$ cat config.mk
export PLATFORM = sky130hd
export DESIGN_NAME = gate_vector_sequencer
export DESIGN_NICKNAME = d
export VERILOG_FILES = /design/src/rtl/gate_vec_pkg.sv /design/src/rtl/gate_ref_model.sv /design/src/rtl/gate_vector_sequencer.sv
export SDC_FILE = /design/constraint.sdc
export NUM_CORES = 1
export LEC_CHECK = 0
export CAP_MARGIN = 20
export CORE_UTILIZATION = 57
export CTS_BUF_LIST = sky130_fd_sc_hd__clkbuf_4 sky130_fd_sc_hd__clkbuf_8
export DETAILED_ROUTE_END_ITERATION = 10
export MAX_ROUTING_LAYER = met4
export PLACE_DENSITY = 0.84
export RECOVER_POWER = 50
export SYNTH_ARGS = -nofsm -noshare
export SYNTH_HDL_FRONTEND = slang
export SYNTH_SLANG_ARGS = --single-unit
$ cat constraint.sdc
create_clock -name clk -period 3.3 [get_ports clk]
set_input_delay 0.33 -clock clk [delete_from_list [all_inputs] [get_ports clk]]
set_output_delay 0.33 -clock clk [all_outputs]
set_load 0.005 [all_outputs]
$ cat src/rtl/gate_vec_pkg.sv
// Shared types and constants for the two-input gate vector sequencer.
// Bit positions of gate_y and the golden response per {a,b} vector.
package gate_vec_pkg;

  localparam int HOLD_W = 4;

  typedef enum logic [1:0] {
    ST_IDLE   = 2'd0,
    ST_APPLY  = 2'd1,
    ST_SAMPLE = 2'd2,
    ST_DONE   = 2'd3
  } state_e;

  localparam int NY_BIT  = 0;
  localparam int AY_BIT  = 1;
  localparam int OY_BIT  = 2;
  localparam int NAY_BIT = 3;
  localparam int NOY_BIT = 4;
  localparam int XY_BIT  = 5;
  localparam int XNY_BIT = 6;

  localparam logic [6:0] EXP_00 = 7'h59;
  localparam logic [6:0] EXP_01 = 7'h2D;
  localparam logic [6:0] EXP_10 = 7'h2C;
  localparam logic [6:0] EXP_11 = 7'h46;

endpackage

$ cat src/rtl/gate_ref_model.sv
// Combinational golden model of the basic-gate block: {a,b} in, expected
// seven gate outputs out (bit order fixed by the *_BIT constants).
module gate_ref_model
  import gate_vec_pkg::*;
(
  input  logic       a,
  input  logic       b,
  output logic [6:0] exp_y
);

  // Lookup of the expected gate response for the applied vector.
  always_comb begin
    exp_y = 7'h00;
    case ({a, b})
      2'b00:   exp_y = EXP_00;
      2'b01:   exp_y = EXP_01;
      2'b10:   exp_y = EXP_10;
      2'b11:   exp_y = EXP_11;
      default: exp_y = 7'h00;
    endcase
  end

endmodule

$ cat src/rtl/gate_vector_sequencer.sv
// Clocked stimulus/response sequencer: walks {a,b} through 00..11, holds each
// vector HOLD_CYCLES cycles, samples gate_y and accumulates mismatches.
module gate_vector_sequencer
  import gate_vec_pkg::*;
#(
  parameter int HOLD_CYCLES = 4
) (
  input  logic       clk,
  input  logic       rst,
  input  logic       start,
  output logic       a,
  output logic       b,
  input  logic [6:0] gate_y,
  output logic       busy,
  output logic       done,
  output logic       pass,
  output logic [6:0] err_mask,
  output logic [2:0] err_count
);

  localparam logic [HOLD_W-1:0] HOLD_LOAD = HOLD_W'(HOLD_CYCLES - 1);

  state_e            state_q, state_d;
  logic [1:0]        idx_q, idx_d;
  logic [HOLD_W-1:0] hold_q, hold_d;
  logic              a_q, a_d;
  logic              b_q, b_d;
  logic              busy_q, busy_d;
  logic              done_q, done_d;
  logic              pass_q, pass_d;
  logic [6:0]        err_mask_q, err_mask_d;
  logic [2:0]        err_count_q, err_count_d;
  logic [6:0]        exp_y;
  logic [6:0]        diff;

  // Golden model sees the registered stimulus, which equals idx while sampling.
  gate_ref_model u_ref (
    .a     (a_q),
    .b     (b_q),
    .exp_y (exp_y)
  );

  assign diff = gate_y ^ exp_y;

  // Next-state, stimulus and accumulator logic.
  always_comb begin
    state_d     = state_q;
    idx_d       = idx_q;
    hold_d      = hold_q;
    a_d         = a_q;
    b_d         = b_q;
    busy_d      = busy_q;
    done_d      = 1'b0;
    pass_d      = pass_q;
    err_mask_d  = err_mask_q;
    err_count_d = err_count_q;
    case (state_q)
      ST_IDLE: begin
        a_d = 1'b0;
        b_d = 1'b0;
        if (start) begin
          state_d     = ST_APPLY;
          idx_d       = 2'd0;
          hold_d      = HOLD_LOAD;
          busy_d      = 1'b1;
          pass_d      = 1'b0;
          err_mask_d  = 7'h00;
          err_count_d = 3'd0;
        end else begin
          state_d = ST_IDLE;
          busy_d  = 1'b0;
        end
      end
      ST_APPLY: begin
        if (hold_q == {HOLD_W{1'b0}}) begin
          state_d = ST_SAMPLE;
        end else begin
          hold_d = hold_q - {{(HOLD_W-1){1'b0}}, 1'b1};
        end
      end
      ST_SAMPLE: begin
        err_mask_d  = err_mask_q | diff;
        err_count_d = err_count_q + {2'b00, |diff};
        if (idx_q == 2'd3) begin
          state_d = ST_DONE;
          done_d  = 1'b1;
          a_d     = 1'b0;
          b_d     = 1'b0;
          pass_d  = (err_count_d == 3'd0);
        end else begin
          // Next vector's stimulus is registered on entry to APPLY.
          state_d    = ST_APPLY;
          idx_d      = idx_q + 2'd1;
          hold_d     = HOLD_LOAD;
          {a_d, b_d} = idx_q + 2'd1;
        end
      end
      ST_DONE: begin
        state_d = ST_IDLE;
        busy_d  = 1'b0;
        a_d     = 1'b0;
        b_d     = 1'b0;
      end
      default: begin
        state_d = ST_IDLE;
        busy_d  = 1'b0;
        a_d     = 1'b0;
        b_d     = 1'b0;
      end
    endcase
  end

  // State and output registers with synchronous reset.
  always_ff @(posedge clk) begin
    if (rst) begin
      state_q     <= ST_IDLE;
      idx_q       <= 2'd0;
      hold_q      <= {HOLD_W{1'b0}};
      a_q         <= 1'b0;
      b_q         <= 1'b0;
      busy_q      <= 1'b0;
      done_q      <= 1'b0;
      pass_q      <= 1'b0;
      err_mask_q  <= 7'h00;
      err_count_q <= 3'd0;
    end else begin
      state_q     <= state_d;
      idx_q       <= idx_d;
      hold_q      <= hold_d;
      a_q         <= a_d;
      b_q         <= b_d;
      busy_q      <= busy_d;
      done_q      <= done_d;
      pass_q      <= pass_d;
      err_mask_q  <= err_mask_d;
      err_count_q <= err_count_d;
    end
  end

  assign a         = a_q;
  assign b         = b_q;
  assign busy      = busy_q;
  assign done      = done_q;
  assign pass      = pass_q;
  assign err_mask  = err_mask_q;
  assign err_count = err_count_q;

endmodule

Yosys cells after proc, flatten, opt, wreduce, memory -nomap -nowiden
Cells that the tools add are included.
- register bits after elaboration: 23
- output and inout bits: 15
- logic and storage cells: 69
- add/sub/neg operators: 3
- eq/ne operators: 12
- mux-type cells: 26
- bitwise logic cells: 3
- reduce and logical (&&, ||, !) cells: 15
- operator list (operator ; count):
    $pmux 7 s4 ; 1
    $pmux 7 s2 ; 1
    $mux 4 ; 3
    $pmux 4 s3 ; 1
    $eq 2x2->1 const B ; 5
    $ne 2x2->1 const B ; 5
    $mux 2 ; 4
    $pmux 1 s2 ; 4
    $pmux 2 s4 ; 1
    $mux 1 ; 7
    $mux 7 ; 1
    $or 7x7->7 ; 1
    $reduce_or 7->1 ; 1
    $xor 7x7->7 ; 1
    $pmux 3 s2 ; 1
    $reduce_and 3->1 ; 2
    $reduce_bool 2->1 ; 3
    $eq 2x1->1 const B ; 2
    $logic_not 2->1 ; 2
    $logic_not 4->1 ; 1
    $pmux 2 s2 ; 1
    $reduce_and 4->1 ; 1
    $reduce_or 2->1 ; 2
    $sub 4x1->4 const B ; 1
    other kinds (7) ; 7

Depth between registers and ports, before layout
- depth in word-level cells: 8
- mapped depth: 12
- gate-level depth less buffers: 12

Cells and area by module
From an unflattened synthesis, not the netlist that was laid out.
- cell total of the unflattened synthesis: 142
- area total of the unflattened synthesis: 1261.2 sq um
- by module, submodules not included (module ; instances ; cells an instance ; area an instance (sq um) ; sequential area each (sq um)):
    gate_vector_sequencer ; 1 ; 131 ; 1173.6 ; 460.4
    gate_ref_model ; 1 ; 11 ; 87.6 ; 0.0

Worst setup path after synthesis
Ideal clock, no wire load.
- kind: register to register
- start point: register a_q, in the netlist a
- end point: register pass_q, in the netlist pass
- setup time: 0.070 ns
- data arrival time: 2.081 ns
- required time: 3.230 ns
- path slack: 1.150 ns
- cell stages (with the launch flop): 11
- clock period less this slack: 2.150 ns
- path through: dfxtp_1 > inv_1 > ha_1 > xor2_1 > nor3_1 > nand3_1 > ha_1 > ha_1 > nor4_1 > nand4_1 > a21oi_1
- word-level cells in the longest chain between the ends: 8
- elaborated cells between the ends (all ways): 11
- classes of those cells: add/sub (1); eq/ne (3); mux (3); bitwise (1); reduce/logical (3)
- ends and longest elaborated chain (what ; line ; source):
    start, declared ; gate_vector_sequencer.sv:26 ; logic a_q, a_d;
    start signal, assigned ; gate_vector_sequencer.sv:119 ; a_q <= 1'b0;
    start signal, assigned ; gate_vector_sequencer.sv:130 ; a_q <= a_d;
    $eq 2x2->1, or another cell as far along ; gate_ref_model.sv:14 ; case ({a, b})
    $pmux 7 s4 (*) ; gate_ref_model.sv:14 ;
    $xor 7x7->7 (*) ; gate_vector_sequencer.sv:43 ; assign diff = gate_y ^ exp_y;
    $reduce_or 7->1 (*) ; gate_vector_sequencer.sv:83 ; err_count_d = err_count_q + {2'b00, |diff};
    $add 3x1->3 (*) ; gate_vector_sequencer.sv:83 ;
    $logic_not 3->1 (*) ; gate_vector_sequencer.sv:89 ; pass_d = (err_count_d == 3'd0);
    $mux 1 (*) ; gate_vector_sequencer.sv:84 ; if (idx_q == 2'd3) begin
    $pmux 1 s2 (*) ; gate_vector_sequencer.sv:57 ; case (state_q)
    end signal, assigned ; gate_vector_sequencer.sv:134 ; pass_q <= pass_d;
    end, declared ; gate_vector_sequencer.sv:30 ; logic pass_q, pass_d;
Every way passes the cells marked *; elsewhere a longest branch is shown, timed or not. The select of a mux whose other input is x is not followed.
A chain may end at the register's enable or synchronous reset.

Final worst setup path
- start point: register b_q, in the netlist b
- end point: register pass_q, in the netlist pass
- word-level cells in the longest chain between the ends: 8
- elaborated cells between the ends (all ways): 11
- classes of those cells: add/sub (1); eq/ne (3); mux (3); bitwise (1); reduce/logical (3)
- ends and longest elaborated chain (what ; line ; source):
    start, declared ; gate_vector_sequencer.sv:27 ; logic b_q, b_d;
    start signal, assigned ; gate_vector_sequencer.sv:120 ; b_q <= 1'b0;
    start signal, assigned ; gate_vector_sequencer.sv:131 ; b_q <= b_d;
    $eq 2x2->1, or another cell as far along ; gate_ref_model.sv:14 ;
    $pmux 7 s4 (*) ; gate_ref_model.sv:14 ;
    $xor 7x7->7 (*) ; gate_vector_sequencer.sv:43 ;
    $reduce_or 7->1 (*) ; gate_vector_sequencer.sv:83 ;
    $add 3x1->3 (*) ; gate_vector_sequencer.sv:83 ;
    $logic_not 3->1 (*) ; gate_vector_sequencer.sv:89 ;
    $mux 1 (*) ; gate_vector_sequencer.sv:84 ;
    $pmux 1 s2 (*) ; gate_vector_sequencer.sv:57 ;
Marked as above.

==> impl_metrics.json <==
{
  "run_status": "finished, final reports clean",
  "drtIter0Drc": 27,
  "die-area_um2": 2400,
  "hold_class": "register to register",
  "wl_per_cell_um": 13.5,
  "period_needed_ns": 2.42,
  "pwr-share-clk_pct": 12.3,
  "fin_nets": 193,
  "worst_ep_arrival_time_ns": 2.66,
  "floorplan.initialDensity_pct": 62.4,
  "rows": 16,
  "max_freq_ghz": 0.413,
  "vdd_drop_max_mv": 0.527,
  "die_height_um": 49.0,
  "place_congestion": 0.898,
  "boundaryPins": 25,
  "max-slew-margin-rel_pct": 59.7,
  "routed-via-count": 1123,
  "period_share_pct": 73.4,
  "r2r_start": "b",
  "drc": 0,
  "synth-main-ff-cell": "sky130_fd_sc_hd__dfxtp_1",
  "criticalPathCategory": "register to register",
  "timing.final.setup_violations": 0,
  "h-tree-depth": 1,
  "timing.final.hold_violations": 0,
  "worst_ep_required_time_ns": 3.54,
  "critical-path-slowest-cell": "sky130_fd_sc_hd__dfxtp_1",
  "cp_max_fo": 6,
  "totalPowerFinal_mw": 1.06,
  "cts-resized-gates": 0,
  "maxCapViolCount": 0,
  "critPathMaxStageDelay_ns": 0.46,
  "switching_share_pct": 39.9,
  "numClockSinks": 23,
  "first_pass_iters": 4,
  "path_clk_slew_ns": 0.13,
  "critical_path_cell_count": 10,
  "first_global_vias": 1058,
  "cts.root.buffer_cell": "sky130_fd_sc_hd__clkbuf_4",
  "insertedDiodeCount": 0,
  "ys_seq_area_share_pct": 36.5,
  "start_kind": "register",
  "worst_pin_slew_ns": 0.603,
  "synth_cells": 143,
  "cts.path.max_buffers": 2,
  "post_synthesis_net_count": 167,
  "power_report.internal_total_mw": 0.634,
  "design.core.area_um2": 2020,
  "cp.buffers_inverters": 1,
  "power_switching_mw": 0.422,
  "power_leakage_nw": 0.652,
  "post_synth_num_cell_types": 38,
  "async_reset_ff_share_pct": 0,
  "syn-cell-area_um2": 1260,
  "global_route_wire_length_before_repair_um": 4540,
  "totalWireLength_um": 2630,
  "timing.critical_path.to_type": "register",
  "cp-endpoint": "pass",
  "power_density_nw_per_um2": 688,
  "post_detailed_route_via_to_cell_ratio": 5.76,
  "rr_worst_depth": 10,
  "detail_placement_hpwl_um": 1950,
  "cts.repair_timing.setup_buffer_count": 0,
  "rr_endpoint": "pass",
  "synth-edff-count": 0,
  "fin_util_pct": 75.8,
  "syn_to_final_growth_pct": 21.5,
  "tritoncts": "done",
  "worstSetupStartpoint": "b",
  "critical-path-top-delay-family": "adder cells",
  "timing.setup.tns_ns": 0,
  "grt_max_degree": 18,
  "worst_path_most_repeated_cell": "sky130_fd_sc_hd__ha_1",
  "seq_power_share_pct": 38.3,
  "clk_latency_ns": 0.31,
  "comb_power_share_pct": 49.4,
  "ys_ff_latch": 23,
  "grtUsageTotal_pct": 25.1,
  "number_of_hold_repair_buffers_added_at_the_cts_stage": 0,
  "cts_made_buffers": 3,
  "drive_gt1_share_pct": 4.76,
  "worstPathCellList": "inv_1 -> ha_1 -> xor2_1 -> nor3_1 -> nand3_1 -> ha_1 -> ha_1 -> nor4_1 -> nand4_1 -> a21oi_1",
  "number_of_antenna_violations_at_the_first_check_in_global_routing": 0,
  "port_buffers": 24,
  "synth_area_per_cell_um2": 8.82,
  "postRouteAntennaNets": 0,
  "synth_warnings": 0,
  "hold-worst-slack_ns": 0.487,
  "timing.reg2reg.setup_slack_ns": 0.88,
  "rsz0062_at_grt": "no",
  "maxSlewViolCount": 0,
  "final.setup_skew_ns": 0.00801,
  "grt_overflow_total": 0,
  "floorplan.die.width_um": 49.0
}
synth_stat cells (2+ instances only):
cell type | count | area share (%)
sky130_fd_sc_hd__dfxtp_1 | 23 | 37
sky130_fd_sc_hd__nor2_1 | 21 | 6.3
sky130_fd_sc_hd__a21oi_1 | 17 | 6.7
sky130_fd_sc_hd__ha_1 | 14 | 14
sky130_fd_sc_hd__nand2_1 | 9 | 2.7
sky130_fd_sc_hd__inv_1 | 6 | 1.8
sky130_fd_sc_hd__xnor2_1 | 5 | 3.5
sky130_fd_sc_hd__nor2b_1 | 4 | 2.0
sky130_fd_sc_hd__o21ai_1 | 4 | 1.6
sky130_fd_sc_hd__a311oi_1 | 3 | 2.1
sky130_fd_sc_hd__nor3_1 | 3 | 1.2
sky130_fd_sc_hd__xor2_1 | 3 | 2.1
sky130_fd_sc_hd__a32oi_1 | 2 | 1.4
sky130_fd_sc_hd__nand2b_1 | 2 | 0.99
sky130_fd_sc_hd__nand3_1 | 2 | 0.79
sky130_fd_sc_hd__nor4_1 | 2 | 0.99
sky130_fd_sc_hd__o21ai_0 | 2 | 0.79
kinds of logic (layout without fill, tap and decap cells):
family | after synthesis | after routing | synth area share, %
and+or+nand+nor | 56 | 56 | 23.9
AOI/OAI and AO/OA | 33 | 33 | 16.0
adders and majority gates | 14 | 14 | 13.9
DFF | 23 | 23 | 36.5
buffers and inverters | 9 | 34 | 4.17
xor gates and xnor gates | 8 | 8 | 5.56
tightest hold or removal path, stage by stage (launching register included):
cell                      delay [ns]
sky130_fd_sc_hd__dfxtp_1        0.35
sky130_fd_sc_hd__a21oi_1        0.04
sky130_fd_sc_hd__nor2_1         0.07
stage by stage:
stage	setup slack (ns)	instance area, um2	instances
2_1_floorplan	1.15	1260	143
3_3_place_gp	0.949	1510	191
3_5_place_dp	0.876	1510	191
4_1_cts	0.867	1530	195
5_1_grt	0.680	1530	195
6_report	0.879	1530	195
registers in the layout, indices dropped and copies added, names as in the netlist:
signal,flops
hold_q,4
busy,1
idx_q,2
state_q,2
err_mask,7
b,1
err_count,3
done,1
a,1
pass,1
cells in the final DEF (no fill, tap or decap), types with 2 or more instances in the layout:
| cell | n |
|---|---|
| sky130_fd_sc_hd__nand2_1 | 9 |
| sky130_fd_sc_hd__nor2_1 | 21 |
| sky130_fd_sc_hd__xor2_1 | 3 |
| sky130_fd_sc_hd__clkbuf_4 | 3 |
| sky130_fd_sc_hd__ha_1 | 14 |
| sky130_fd_sc_hd__inv_1 | 6 |
| sky130_fd_sc_hd__a311oi_1 | 3 |
| sky130_fd_sc_hd__nand2b_1 | 2 |
| sky130_fd_sc_hd__dfxtp_1 | 23 |
| sky130_fd_sc_hd__a21oi_1 | 17 |
| sky130_fd_sc_hd__nor2b_1 | 4 |
| sky130_fd_sc_hd__xnor2_1 | 5 |
| sky130_fd_sc_hd__nand3_1 | 2 |
| sky130_fd_sc_hd__dlygate4sd3_1 | 14 |
| sky130_fd_sc_hd__clkdlybuf4s50_1 | 10 |
| sky130_fd_sc_hd__o21ai_0 | 2 |
| sky130_fd_sc_hd__o21ai_1 | 4 |
| sky130_fd_sc_hd__a32oi_1 | 2 |
| sky130_fd_sc_hd__nor4_1 | 2 |
| sky130_fd_sc_hd__nor3_1 | 3 |
cell type report:
type | instances | area (um2)
Clock buffer | 3 | 22.5
Clock inverter | 1 | 5.00
Fill cell | 165 | 489
Inverter | 6 | 22.5
Multi-Input combinational cell | 111 | 748
Sequential cell | 23 | 460
Tap cell | 27 | 33.8
Timing Repair Buffer | 24 | 240
routing by layer:
layer | vias to the layer above | track usage (%) | share of wire, %
met3 | 6 | 2.80 | 3.5
met2 | 34 | 43.5 | 48
met5 | - | - | 0
met1 | 530 | 29.1 | 46
li1 | 553 | - | -
met4 | 0 | 10.8 | 1.8
power groups by stage:
stage | Sequential, mW | Combinational (mW) | Clock (mW)
5_1_grt | 0.415 | 0.585 | 0.144
3_5_place_dp | 0.411 | 0.532 | 0
6_report | 0.404 | 0.522 | 0.129
3_3_place_gp | 0.407 | 0.515 | 0
2_1_floorplan | 0.411 | 0.389 | 0
4_1_cts | 0.405 | 0.535 | 0.130
how the worst min path moves through the flow:
stage                start     endpoint  cells after the start
2_1_floorplan     idx_q[1]     idx_q[1]                      2
4_1_cts        err_mask[1]  err_mask[1]                      2
3_3_place_gp   err_mask[2]  err_mask[2]                      2
3_5_place_dp   err_mask[1]  err_mask[1]                      2
6_report       err_mask[3]  err_mask[3]                      2
5_1_grt        err_mask[2]  err_mask[2]                      2
Power figures use the tool's default switching activity.
